[config.mk]
export PLATFORM = sky130hd
export DESIGN_NAME = alu128_op_sequencer_flat
export DESIGN_NICKNAME = d
export VERILOG_FILES = /design/src/rtl/alu128_pkg.sv /design/src/rtl/alu128_op_sequencer_if.sv /design/src/rtl/alu128_shift_counter.sv /design/src/rtl/alu128_op_sequencer.sv /design/src/flat_wrapper.sv
export SDC_FILE = /design/constraint.sdc
export NUM_CORES = 1
export LEC_CHECK = 0
export CAP_MARGIN = 20
export CORE_AREA = 10 10 301 303
export DETAILED_ROUTE_END_ITERATION = 6
export DIE_AREA = 0 0 311 313
export PLACE_DENSITY = 0.54
export SLEW_MARGIN = 40
export SYNTH_ARGS = -nofsm -noshare
export SYNTH_HDL_FRONTEND = slang
export SYNTH_HIERARCHICAL = 1
export SYNTH_SLANG_ARGS = --single-unit
[constraint.sdc]
create_clock -name clk -period 7.3 [get_ports clk]
set_clock_uncertainty 0.1 [all_clocks]
set_input_delay 1.46 -clock clk [delete_from_list [all_inputs] [get_ports clk]]
set_output_delay 1.46 -clock clk [all_outputs]
set_load 0.01 [all_outputs]
[src/rtl/alu128_pkg.sv]
// Shared types and constants for the 128-bit ALU
// op sequencer, the ALU top and the bench.
package alu128_pkg;

  localparam int WIDTH   = 128;
  localparam int SHAMT_W = $clog2(WIDTH);

  typedef enum logic [2:0] {
    OP_AND = 3'b000,
    OP_OR  = 3'b001,
    OP_XOR = 3'b010,
    OP_NOT = 3'b011,
    OP_SHL = 3'b101
  } op_e;

  typedef enum logic [1:0] {
    ST_IDLE,
    ST_EXEC,
    ST_SHIFT,
    ST_RESP
  } state_e;

  function automatic logic is_legal_op(
    input logic [2:0] op
  );
    logic ok;
    ok = 1'b0;
    case (op)
      OP_AND, OP_OR, OP_XOR,
      OP_NOT, OP_SHL: ok = 1'b1;
      default:        ok = 1'b0;
    endcase
    return ok;
  endfunction

endpackage

[src/rtl/alu128_op_sequencer_if.sv]
// Request, ALU-drive and response bundle of the
// sequencer; slave = sequencer, master = its peers.
interface alu128_op_sequencer_if;
  import alu128_pkg::*;

  logic               req_valid;
  logic               req_ready;
  logic [2:0]         req_op;
  logic [WIDTH-1:0]   req_a;
  logic [WIDTH-1:0]   req_b;
  logic [SHAMT_W-1:0] req_shamt;
  logic               req_fill;

  logic [2:0]         alu_opsel;
  logic [WIDTH-1:0]   alu_a;
  logic [WIDTH-1:0]   alu_b;
  logic               alu_cin;
  logic [WIDTH-1:0]   alu_result;
  logic               alu_cout;

  logic               rsp_valid;
  logic               rsp_ready;
  logic [WIDTH-1:0]   rsp_result;
  logic               rsp_cout;
  logic               rsp_err;

  modport slave (
    input  req_valid, req_op, req_a, req_b,
    input  req_shamt, req_fill,
    output req_ready,
    output alu_opsel, alu_a, alu_b, alu_cin,
    input  alu_result, alu_cout,
    output rsp_valid, rsp_result, rsp_cout, rsp_err,
    input  rsp_ready
  );

  modport master (
    output req_valid, req_op, req_a, req_b,
    output req_shamt, req_fill,
    input  req_ready,
    input  alu_opsel, alu_a, alu_b, alu_cin,
    output alu_result, alu_cout,
    input  rsp_valid, rsp_result, rsp_cout, rsp_err,
    output rsp_ready
  );

endinterface

[src/rtl/alu128_shift_counter.sv]
// Remaining-steps counter for iterated 1-bit shifts;
// last flags the final step of a shift sequence.
module alu128_shift_counter
  import alu128_pkg::*;
(
  input  logic               clk,
  input  logic               rst,
  input  logic               load,
  input  logic [SHAMT_W-1:0] load_val,
  input  logic               dec,
  output logic               last
);

  logic [SHAMT_W-1:0] count_q;
  logic [SHAMT_W-1:0] count_d;

  // next count: load wins, decrement saturates at 0
  always_comb begin
    count_d = count_q;
    if (load) begin
      count_d = load_val;
    end else if (dec && count_q != '0) begin
      count_d = count_q - 1'b1;
    end
  end

  // count register
  always_ff @(posedge clk) begin
    if (rst) count_q <= '0;
    else     count_q <= count_d;
  end

  assign last = (count_q == SHAMT_W'(1));

endmodule

[src/rtl/alu128_op_sequencer.sv]
// Drives the bit-sliced ALU one request at a time,
// iterating its 1-bit shift for multi-bit shifts.
module alu128_op_sequencer
  import alu128_pkg::*;
(
  input logic                 clk,
  input logic                 rst,
  alu128_op_sequencer_if.slave bus
);

  state_e           state_q, state_d;
  logic             req_ready_q, req_ready_d;
  logic             rsp_valid_q, rsp_valid_d;
  logic [WIDTH-1:0] rsp_result_q, rsp_result_d;
  logic             rsp_cout_q, rsp_cout_d;
  logic             rsp_err_q, rsp_err_d;
  logic [2:0]       alu_opsel_q, alu_opsel_d;
  logic [WIDTH-1:0] alu_a_q, alu_a_d;
  logic [WIDTH-1:0] alu_b_q, alu_b_d;
  logic             alu_cin_q, alu_cin_d;
  logic             cnt_load, cnt_dec, cnt_last;
  logic             accept;

  alu128_shift_counter u_cnt (
    .clk      (clk),
    .rst      (rst),
    .load     (cnt_load),
    .load_val (bus.req_shamt),
    .dec      (cnt_dec),
    .last     (cnt_last)
  );

  assign accept = bus.req_valid & req_ready_q;

  // FSM next state; alu_a doubles as the shift
  // working register, ALU is idled outside EXEC/SHIFT
  always_comb begin
    state_d      = state_q;
    rsp_result_d = rsp_result_q;
    rsp_cout_d   = rsp_cout_q;
    rsp_err_d    = rsp_err_q;
    alu_opsel_d  = alu_opsel_q;
    alu_a_d      = alu_a_q;
    alu_b_d      = alu_b_q;
    alu_cin_d    = alu_cin_q;
    cnt_load     = 1'b0;
    cnt_dec      = 1'b0;
    unique case (state_q)
      ST_IDLE: begin
        if (accept) begin
          rsp_result_d = '0;
          rsp_cout_d   = 1'b0;
          rsp_err_d    = 1'b0;
          if (!is_legal_op(bus.req_op)) begin
            state_d   = ST_RESP;
            rsp_err_d = 1'b1;
          end else if (bus.req_op == OP_SHL) begin
            if (bus.req_shamt == '0) begin
              state_d      = ST_RESP;
              rsp_result_d = bus.req_a;
            end else begin
              state_d     = ST_SHIFT;
              cnt_load    = 1'b1;
              alu_opsel_d = OP_SHL;
              alu_a_d     = bus.req_a;
              alu_cin_d   = bus.req_fill;
            end
          end else begin
            state_d     = ST_EXEC;
            alu_opsel_d = bus.req_op;
            alu_a_d     = bus.req_a;
            alu_b_d     = bus.req_b;
          end
        end
      end
      ST_EXEC: begin
        state_d      = ST_RESP;
        rsp_result_d = bus.alu_result;
        alu_opsel_d  = OP_AND;
        alu_a_d      = '0;
        alu_b_d      = '0;
        alu_cin_d    = 1'b0;
      end
      ST_SHIFT: begin
        cnt_dec    = 1'b1;
        rsp_cout_d = bus.alu_cout;
        alu_a_d    = bus.alu_result;
        if (cnt_last) begin
          state_d      = ST_RESP;
          rsp_result_d = bus.alu_result;
          alu_opsel_d  = OP_AND;
          alu_a_d      = '0;
          alu_cin_d    = 1'b0;
        end
      end
      ST_RESP: begin
        if (rsp_valid_q && bus.rsp_ready) begin
          state_d = ST_IDLE;
        end
      end
      default: state_d = ST_IDLE;
    endcase
    req_ready_d = (state_d == ST_IDLE);
    rsp_valid_d = (state_d == ST_RESP);
  end

  // state and registered outputs
  always_ff @(posedge clk) begin
    if (rst) begin
      state_q      <= ST_IDLE;
      req_ready_q  <= 1'b1;
      rsp_valid_q  <= 1'b0;
      rsp_result_q <= '0;
      rsp_cout_q   <= 1'b0;
      rsp_err_q    <= 1'b0;
      alu_opsel_q  <= OP_AND;
      alu_a_q      <= '0;
      alu_b_q      <= '0;
      alu_cin_q    <= 1'b0;
    end else begin
      state_q      <= state_d;
      req_ready_q  <= req_ready_d;
      rsp_valid_q  <= rsp_valid_d;
      rsp_result_q <= rsp_result_d;
      rsp_cout_q   <= rsp_cout_d;
      rsp_err_q    <= rsp_err_d;
      alu_opsel_q  <= alu_opsel_d;
      alu_a_q      <= alu_a_d;
      alu_b_q      <= alu_b_d;
      alu_cin_q    <= alu_cin_d;
    end
  end

  assign bus.req_ready  = req_ready_q;
  assign bus.rsp_valid  = rsp_valid_q;
  assign bus.rsp_result = rsp_result_q;
  assign bus.rsp_cout   = rsp_cout_q;
  assign bus.rsp_err    = rsp_err_q;
  assign bus.alu_opsel  = alu_opsel_q;
  assign bus.alu_a      = alu_a_q;
  assign bus.alu_b      = alu_b_q;
  assign bus.alu_cin    = alu_cin_q;

endmodule

[src/flat_wrapper.sv]
// flat-port wrapper written by rule: the top's interface ports become plain ports
module alu128_op_sequencer_flat import alu128_pkg::*;
  (clk, rst, bus_req_valid, bus_req_op, bus_req_a, bus_req_b, bus_req_shamt, bus_req_fill, bus_req_ready, bus_alu_opsel, bus_alu_a, bus_alu_b, bus_alu_cin, bus_alu_result, bus_alu_cout, bus_rsp_valid, bus_rsp_result, bus_rsp_cout, bus_rsp_err, bus_rsp_ready);
  alu128_op_sequencer_if bus_i ();
  input logic clk;
  input logic rst;
  input wire logic [$bits(bus_i.req_valid)-1:0] bus_req_valid;
  input wire logic [$bits(bus_i.req_op)-1:0] bus_req_op;
  input wire logic [$bits(bus_i.req_a)-1:0] bus_req_a;
  input wire logic [$bits(bus_i.req_b)-1:0] bus_req_b;
  input wire logic [$bits(bus_i.req_shamt)-1:0] bus_req_shamt;
  input wire logic [$bits(bus_i.req_fill)-1:0] bus_req_fill;
  output wire logic [$bits(bus_i.req_ready)-1:0] bus_req_ready;
  output wire logic [$bits(bus_i.alu_opsel)-1:0] bus_alu_opsel;
  output wire logic [$bits(bus_i.alu_a)-1:0] bus_alu_a;
  output wire logic [$bits(bus_i.alu_b)-1:0] bus_alu_b;
  output wire logic [$bits(bus_i.alu_cin)-1:0] bus_alu_cin;
  input wire logic [$bits(bus_i.alu_result)-1:0] bus_alu_result;
  input wire logic [$bits(bus_i.alu_cout)-1:0] bus_alu_cout;
  output wire logic [$bits(bus_i.rsp_valid)-1:0] bus_rsp_valid;
  output wire logic [$bits(bus_i.rsp_result)-1:0] bus_rsp_result;
  output wire logic [$bits(bus_i.rsp_cout)-1:0] bus_rsp_cout;
  output wire logic [$bits(bus_i.rsp_err)-1:0] bus_rsp_err;
  input wire logic [$bits(bus_i.rsp_ready)-1:0] bus_rsp_ready;
  assign bus_i.req_valid = bus_req_valid;
  assign bus_i.req_op = bus_req_op;
  assign bus_i.req_a = bus_req_a;
  assign bus_i.req_b = bus_req_b;
  assign bus_i.req_shamt = bus_req_shamt;
  assign bus_i.req_fill = bus_req_fill;
  assign bus_req_ready = bus_i.req_ready;
  assign bus_alu_opsel = bus_i.alu_opsel;
  assign bus_alu_a = bus_i.alu_a;
  assign bus_alu_b = bus_i.alu_b;
  assign bus_alu_cin = bus_i.alu_cin;
  assign bus_i.alu_result = bus_alu_result;
  assign bus_i.alu_cout = bus_alu_cout;
  assign bus_rsp_valid = bus_i.rsp_valid;
  assign bus_rsp_result = bus_i.rsp_result;
  assign bus_rsp_cout = bus_i.rsp_cout;
  assign bus_rsp_err = bus_i.rsp_err;
  assign bus_i.rsp_ready = bus_rsp_ready;
  alu128_op_sequencer u_core (.clk(clk), .rst(rst), .bus(bus_i));
endmodule
After elaboration in Yosys (flattened, before gate mapping)
Index checks and enable logic that the tools add are counted.
{"block": "word_totals", "regBits": 401, "inputBits": 400, "out_inout_bits": 392, "word_cells": 97}
{"block": "op_classes", "add_sub_neg": 1, "n_eq_ne": 16, "muxes": 49, "n_bitwise": 1, "reduce_logical": 19}
{"cell": "two-way mux 128 bit", "count": 13}
{"cell": "one-hot mux 128 bit (3 select lines)", "count": 2}
{"cell": "one-hot mux 128 bit (2 select lines)", "count": 1}
{"cell": "two-way mux 1 bit", "count": 17}
{"cell": "two-way mux 3 bit", "count": 5}
{"cell": "two-way mux 7 bit", "count": 2}
{"cell": "two-way mux 2 bit", "count": 5}
{"cell": "one-hot mux 3 bit (3 select lines)", "count": 1}
{"cell": "!= test 2 x 1 -> 1 bit, second input constant", "count": 4}
{"cell": "one-hot mux 2 bit (4 select lines)", "count": 1}
{"cell": "AND reduction 4 bit", "count": 2}
{"cell": "equality test 7 x 1 -> 1 bit, second input constant", "count": 1}
{"cell": "logical NOT 7 bit", "count": 1}
{"cell": "nonzero test 7 bit", "count": 1}
{"cell": "subtractor 7 x 1 -> 7 bit, second input constant", "count": 1}
{"cell": "equality test 2 bit, second input constant", "count": 3}
{"cell": "equality test 3 x 2 -> 1 bit, second input constant", "count": 2}
{"cell": "AND reduction 6 bit", "count": 1}
{"cell": "nonzero test 2 bit", "count": 3}
{"cell": "AND reduction 5 bit", "count": 1}
{"cell": "OR reduction 5 bit", "count": 1}
{"cell": "logical NOT 2 bit", "count": 2}
{"cell": "!= test 2 bit, second input constant", "count": 2}
{"cell": "AND reduction 2 bit", "count": 2}
{"cell": "11 further kinds", "count": 12}

Logic depth before layout (Yosys ltp)
{"block": "logic_depth", "word_depth": 9, "depth_mapped": 11, "depth_no_buf": 8}

Modules after synthesis
The synthesis kept the hierarchy.
{"mod": "alu128_op_sequencer", "n_inst": 1, "cells_each": 1975, "area_per_inst_um2": 18883.1, "seq_area_each_um2": 7887.6}
{"mod": "alu128_shift_counter", "n_inst": 1, "cells_each": 58, "area_per_inst_um2": 481.7, "seq_area_each_um2": 140.1}

Worst setup path before layout
OpenSTA, ideal clock, no wires.
{"block": "synth_timing", "kind": "input port to flip-flop", "start": "in bus_req_valid", "end": "reg u_core.u_cnt.count_q[0]", "setup_time_ns": 0.127, "t_arrival_ns": 2.871, "t_required_ns": 7.073, "path_slack_ns": 4.202, "cell_stages": 8, "path_buffers": 3, "cell_sequence": "nand3_2 -> clkbuf_1 -> clkbuf_1 -> a211oi_1 -> clkbuf_1 -> nor4b_1 -> a31oi_1 -> nand3_1"}
{"block": "synth_between", "elab_chain_len": 4, "word_cells_on_any_way": 5, "cone_classes": "3 x mux; 1 x bitwise; 1 x reduce/logical"}
{"item": "start, declared", "line": "flat_wrapper.sv:7", "rtl": "input wire logic [$bits(bus_i.req_valid)-1:0] bus_req_valid;"}
{"item": "bitwise AND 1 bit (*)", "line": "alu128_op_sequencer.sv:33", "rtl": "assign accept = bus.req_valid & req_ready_q;"}
{"item": "two-way mux 1 bit (*)", "line": "alu128_op_sequencer.sv:50", "rtl": "if (accept) begin"}
{"item": "two-way mux 1 bit (*)", "line": "alu128_op_sequencer.sv:48", "rtl": "unique case (state_q)"}
{"item": "via u_core.cnt_load", "line": "alu128_op_sequencer.sv:21", "rtl": "logic cnt_load, cnt_dec, cnt_last;"}
{"item": "two-way mux 7 bit / nonzero test 2 bit (equally long branches)"}
{"item": "end signal, assigned", "line": "alu128_shift_counter.sv:30", "rtl": "else count_q <= count_d;"}
{"item": "end, declared", "line": "alu128_shift_counter.sv:14", "rtl": "logic [SHAMT_W-1:0] count_q;"}
The timed path passes the listed nets; every way through them passes the cells marked *.
A chain may end at the register's enable or synchronous reset.

Worst setup path after layout
{"block": "layout_timing", "start": "in bus_req_shamt[0]", "end": "reg u_core.alu_a_q[27] (netlist: u_core/bus.alu_a[27])"}
{"block": "layout_between", "elab_chain_len": 3}
{"item": "start, declared", "line": "flat_wrapper.sv:11", "rtl": "input wire logic [$bits(bus_i.req_shamt)-1:0] bus_req_shamt;"}
{"item": "logical NOT 7 bit", "line": "alu128_op_sequencer.sv:58", "rtl": "if (bus.req_shamt == '0) begin"}
{"item": "!= test 3 bit (no line)"}
{"item": "AND reduction 4 bit (no line)"}
{"item": "end signal, assigned", "line": "alu128_op_sequencer.sv:128", "rtl": "alu_a_q <= alu_a_d;"}
{"item": "end, declared", "line": "alu128_op_sequencer.sv:18", "rtl": "logic [WIDTH-1:0] alu_a_q, alu_a_d;"}
Every way passes these cells.

==> results.md <==
| Quantity | This run | Unit |
| --- | --- | --- |
| Pre-CTS WS | 2690 | ps |
| Arrival time worst endpoint | 4150 | ps |
| Post-DRT Antenna Nets | 0 | - |
| Buffer cell driving the clock tree root | sky130_fd_sc_hd__clkbuf_16 | - |
| Area occupied by multi-input gates | 10000 | um2 |
| Multiplexer share of the synthesized area | 0.00103 | - |
| Register area | 8030 | um2 |
| Worst Setup End Kind | register | - |
| Post-Syn Area | 19400 | um2 |
| IO Port Bufs | 791 | - |
| Starting density of the core | 0.229 | - |
| Critical path fanouts, max | 70 | - |
| Share of cells above drive strength 1 | 0.144 | - |
| Number of rows in the core area | 107 | - |
| Share of power burned in combinational logic | 0.512 | - |
| First-pass iteration count of the detailed router | 5 | - |
| Area fraction in compound gates after synthesis | 0.236 | - |
| Final nets | 3085 | - |
| Share of total power in sequential cells | 0.270 | - |
| Portion of total power attributed to the clock network | 0.218 | - |
| Leading cell type in the layout, fill and taps excluded | sky130_fd_sc_hd__clkdlybuf4s50_1 | - |
| Power per standard cell area | 415 | nW/um2 |
| Cell area after layout | 29600 | um2 |
| Cells resized by post-CTS repair | 0 | - |
| Average cell area after synthesis | 9.53 | um2 |
| H-tree depth | 2 | - |
| Clk sinks | 401 | - |
| Clock buffers created by TritonCTS | 51 | - |
| Adder-cell share of the synthesized area | 0.00517 | - |
| Sw Share | 0.408 | - |
| Main synth FF type | sky130_fd_sc_hd__dfxtp_1 | - |
| Basic-gate share of the synthesized area counting and, or, nand and nor cells | 0.269 | - |
| Peak supply drop | 393 | uV |
| Area of the core | 84600 | um2 |
| Placed standard-cell area | 27800 | um2 |
| Post-Route WL | 91300 | um |
| Area Overhead vs Synth | 52.9 | % |
| Initial antenna violation count | 27 | - |
| Final routed DRC violation total | 0 | - |
| Total setup buffers inserted after CTS | 0 | - |
| Largest family of logic cells by synthesized area | simple AND/OR/NAND/NOR gates | - |
| TritonCTS clock tree | yes | - |
| Number of flip-flops and latches in the synthesized netlist | 401 | - |
| Starting DRC count in detailed routing | 1052 | - |
| Largest net degree at the start of global routing | 145 | - |
| Clock slew at reported path FFs | 60 | ps |
| Smallest setup slack after layout | 3540 | ps |
| Via count of the first global-routing pass | 18400 | - |
| Unrepaired setup endpoints after global routing | false | - |
| Number of distinct standard cells referenced by the synthesized netlist | 58 | - |
| Worst hold slack | 361 | ps |
| DPL Wire Length | 63700 | um |
| Tightest slew margin relative to the limit | 0.361 | - |
| Required time at the worst-slack endpoint | 7690 | ps |
| Cells after Synth | 2033 | - |
| Core occupancy in the finished layout | 0.350 | - |
| Warnings from Yosys | 6 | - |
| Global-route wire length before repair | 131000 | um |
| P_sw | 5020 | uW |
| Actual slew at the worst max-slew pin | 959 | ps |
| Run status | completed | - |
| Commonest cells after routing, fill and taps aside | sky130_fd_sc_hd__clkdlybuf4s50_1, sky130_fd_sc_hd__dfxtp_1, sky130_fd_sc_hd__a21oi_1, sky130_fd_sc_hd__nor2_1, sky130_fd_sc_hd__nor3_1 | - |
| Clock latency on the worst-skew pair | 590 | ps |
| DR vias | 18400 | - |
| Die area | 97300 | um2 |
| Count of flip-flops with a built-in enable after synthesis | 0 | - |
| Pint | 7270 | uW |
| Max Clk Rate | 0.266 | GHz |
| Total count of max-transition violations in the final report | 0 | - |
| Average routed wire per standard cell | 23.6 | um |
| Total Neg Setup Slack | 0 | ps |
| Launching element type of the critical path | primary input | - |
| Congestion Overflow GR | 0 | - |
| Reported max-cap violation count | 0 | - |
| Placer Congestion | 0.796 | - |
| Worst Setup Path Type | in2reg | - |
| Die boundary width | 311 | um |
| Top Ports | 792 | - |
| Cts hold-fix bufs | 0 | - |
| Class of the tightest hold or removal check | reg2reg | - |
| Global-route usage over all layers | 0.175 | - |
| Final hold violations | 0 | - |
| Share of the yosys chip area belonging to registers | 0.415 | - |
| Async S/R FF share, synth | 0 | - |
| Share of the cycle needed by the critical path after routing | 0.515 | - |
| Leakage component of the power | 0.0104 | uW |
| Number of endpoints failing setup at the final stage | 0 | - |
| Via-per-instance ratio | 4.75 | - |
| Die Y | 313 | um |
| Number of filler instances in the final layout | 8739 | - |
| Clock Tree Buf Depth | 3 | - |
| Post-Synthesis Net Count | 2441 | - |
| Minimum clock period | 3760 | ps |
| XOR/XNOR share of the synthesized area | 0 | - |
[cell type report]
class                           instances  area share
Multi-Input combinational cell       1387       0.338
Timing Repair Buffer                  822       0.281
Sequential cell                       401       0.271
Tap cell                             1144      0.0483
Clock buffer                           67      0.0471
Clock inverter                         25      0.0117
Inverter                               14     0.00177
Antenna cell                           13     0.00110
[metal layers]
| layer | global-route usage | wire length, um |
|---|---|---|
| met4 | 0.0630 | 2650 |
| met1 | 0.201 | 36400 |
| met3 | 0.0726 | 8730 |
| met5 | 0 | 175 |
| met2 | 0.291 | 43300 |
[worst paths after layout]
kind                            from                     to  slack [ps]  cells after the start
setup / recovery    bus_req_shamt[0]   u_core/bus.alu_a[27]        3540                      7
hold / removal    u_core/bus.rsp_err     u_core/bus.rsp_err         360                      2
setup reg to reg   u_core/state_q[0]  u_core/bus.alu_a[126]        3840                      7
hold reg to reg   u_core/bus.rsp_err     u_core/bus.rsp_err         360                      2
[through the flow]
stage	total power [uW]	std cells
floorplan	6930	2033
global placement	9690	3764
detailed placement	9730	3766
CTS	12500	3858
global route	13000	3869
finish	12300	3873
[critical path, stage by stage]
cell and delay [ps]:
sky130_fd_sc_hd__clkdlybuf4s50_1 570, sky130_fd_sc_hd__nor3_2 120, sky130_fd_sc_hd__a211oi_4 280, sky130_fd_sc_hd__buf_4 620, sky130_fd_sc_hd__buf_6 540, sky130_fd_sc_hd__nor3_1 110
sky130_fd_sc_hd__a211oi_1 270
[registers in the layout (all words and copies together), names as in the netlist]
name / count
u_core/bus.alu_opsel: 3
u_core/bus.alu_b: 128
u_core/u_cnt/count_q: 7
u_core/bus.alu_a: 128
u_core/bus.rsp_valid: 1
u_core/state_q: 2
u_core/bus.rsp_result: 128
u_core/bus.rsp_cout: 1
u_core/bus.rsp_err: 1
u_core/bus.alu_cin: 1
u_core/bus.req_ready: 1
[synthesized netlist by cell type (2+ instances only)]
cell type,instances,area [um2]
sky130_fd_sc_hd__o21a_1,2,15.0
sky130_fd_sc_hd__and2b_1,100,751
sky130_fd_sc_hd__clkbuf_8,10,138
sky130_fd_sc_hd__nor3_1,138,691
sky130_fd_sc_hd__a211oi_2,21,263
sky130_fd_sc_hd__buf_6,5,56.3
sky130_fd_sc_hd__mux2i_1,2,20.0
sky130_fd_sc_hd__a221oi_1,11,96.3
sky130_fd_sc_hd__buf_8,2,30.0
sky130_fd_sc_hd__clkbuf_4,7,52.6
sky130_fd_sc_hd__dlygate4sd1_1,13,114
sky130_fd_sc_hd__a221oi_2,120,1800
sky130_fd_sc_hd__nor2b_1,30,188
sky130_fd_sc_hd__buf_2,54,270
sky130_fd_sc_hd__or3_1,3,18.8
sky130_fd_sc_hd__buf_12,11,220
sky130_fd_sc_hd__clkbuf_1,124,465
sky130_fd_sc_hd__nor2_1,265,995
sky130_fd_sc_hd__ha_1,8,100
sky130_fd_sc_hd__o21ai_0,5,25.0
sky130_fd_sc_hd__a311oi_1,2,17.5
sky130_fd_sc_hd__o2111ai_1,4,35.0
sky130_fd_sc_hd__nand2_1,7,26.3
sky130_fd_sc_hd__a211oi_1,111,833
sky130_fd_sc_hd__nor4b_1,130,1140
sky130_fd_sc_hd__dfxtp_1,401,8030
sky130_fd_sc_hd__or4b_1,2,20.0
sky130_fd_sc_hd__nand2b_1,4,25.0
sky130_fd_sc_hd__a31oi_1,2,12.5
sky130_fd_sc_hd__nand3_1,4,20.0
sky130_fd_sc_hd__a21oi_1,265,1330
sky130_fd_sc_hd__a211o_1,2,17.5
sky130_fd_sc_hd__o21ai_1,3,15.0
sky130_fd_sc_hd__o31ai_1,3,22.5
sky130_fd_sc_hd__buf_4,5,37.5
sky130_fd_sc_hd__inv_1,14,52.6
sky130_fd_sc_hd__nor3_2,121,1210
sky130_fd_sc_hd__nor4_1,2,12.5
[kinds of logic after synthesis]
group	Yosys count
flops	401
fa+ha+maj	8
compound gates	560
simple gates	817
buf+inv	245
mux	2
[power groups by stage]
stage	sequential, uW	combinational, uW	clock, uW
2_1_floorplan	3640	3290	0
3_3_place_gp	3340	6350	0
3_5_place_dp	3350	6370	0
4_1_cts	3310	6400	2780
5_1_grt	3390	6800	2850
6_report	3310	6300	2680
(Power assumes the default switching activity.)
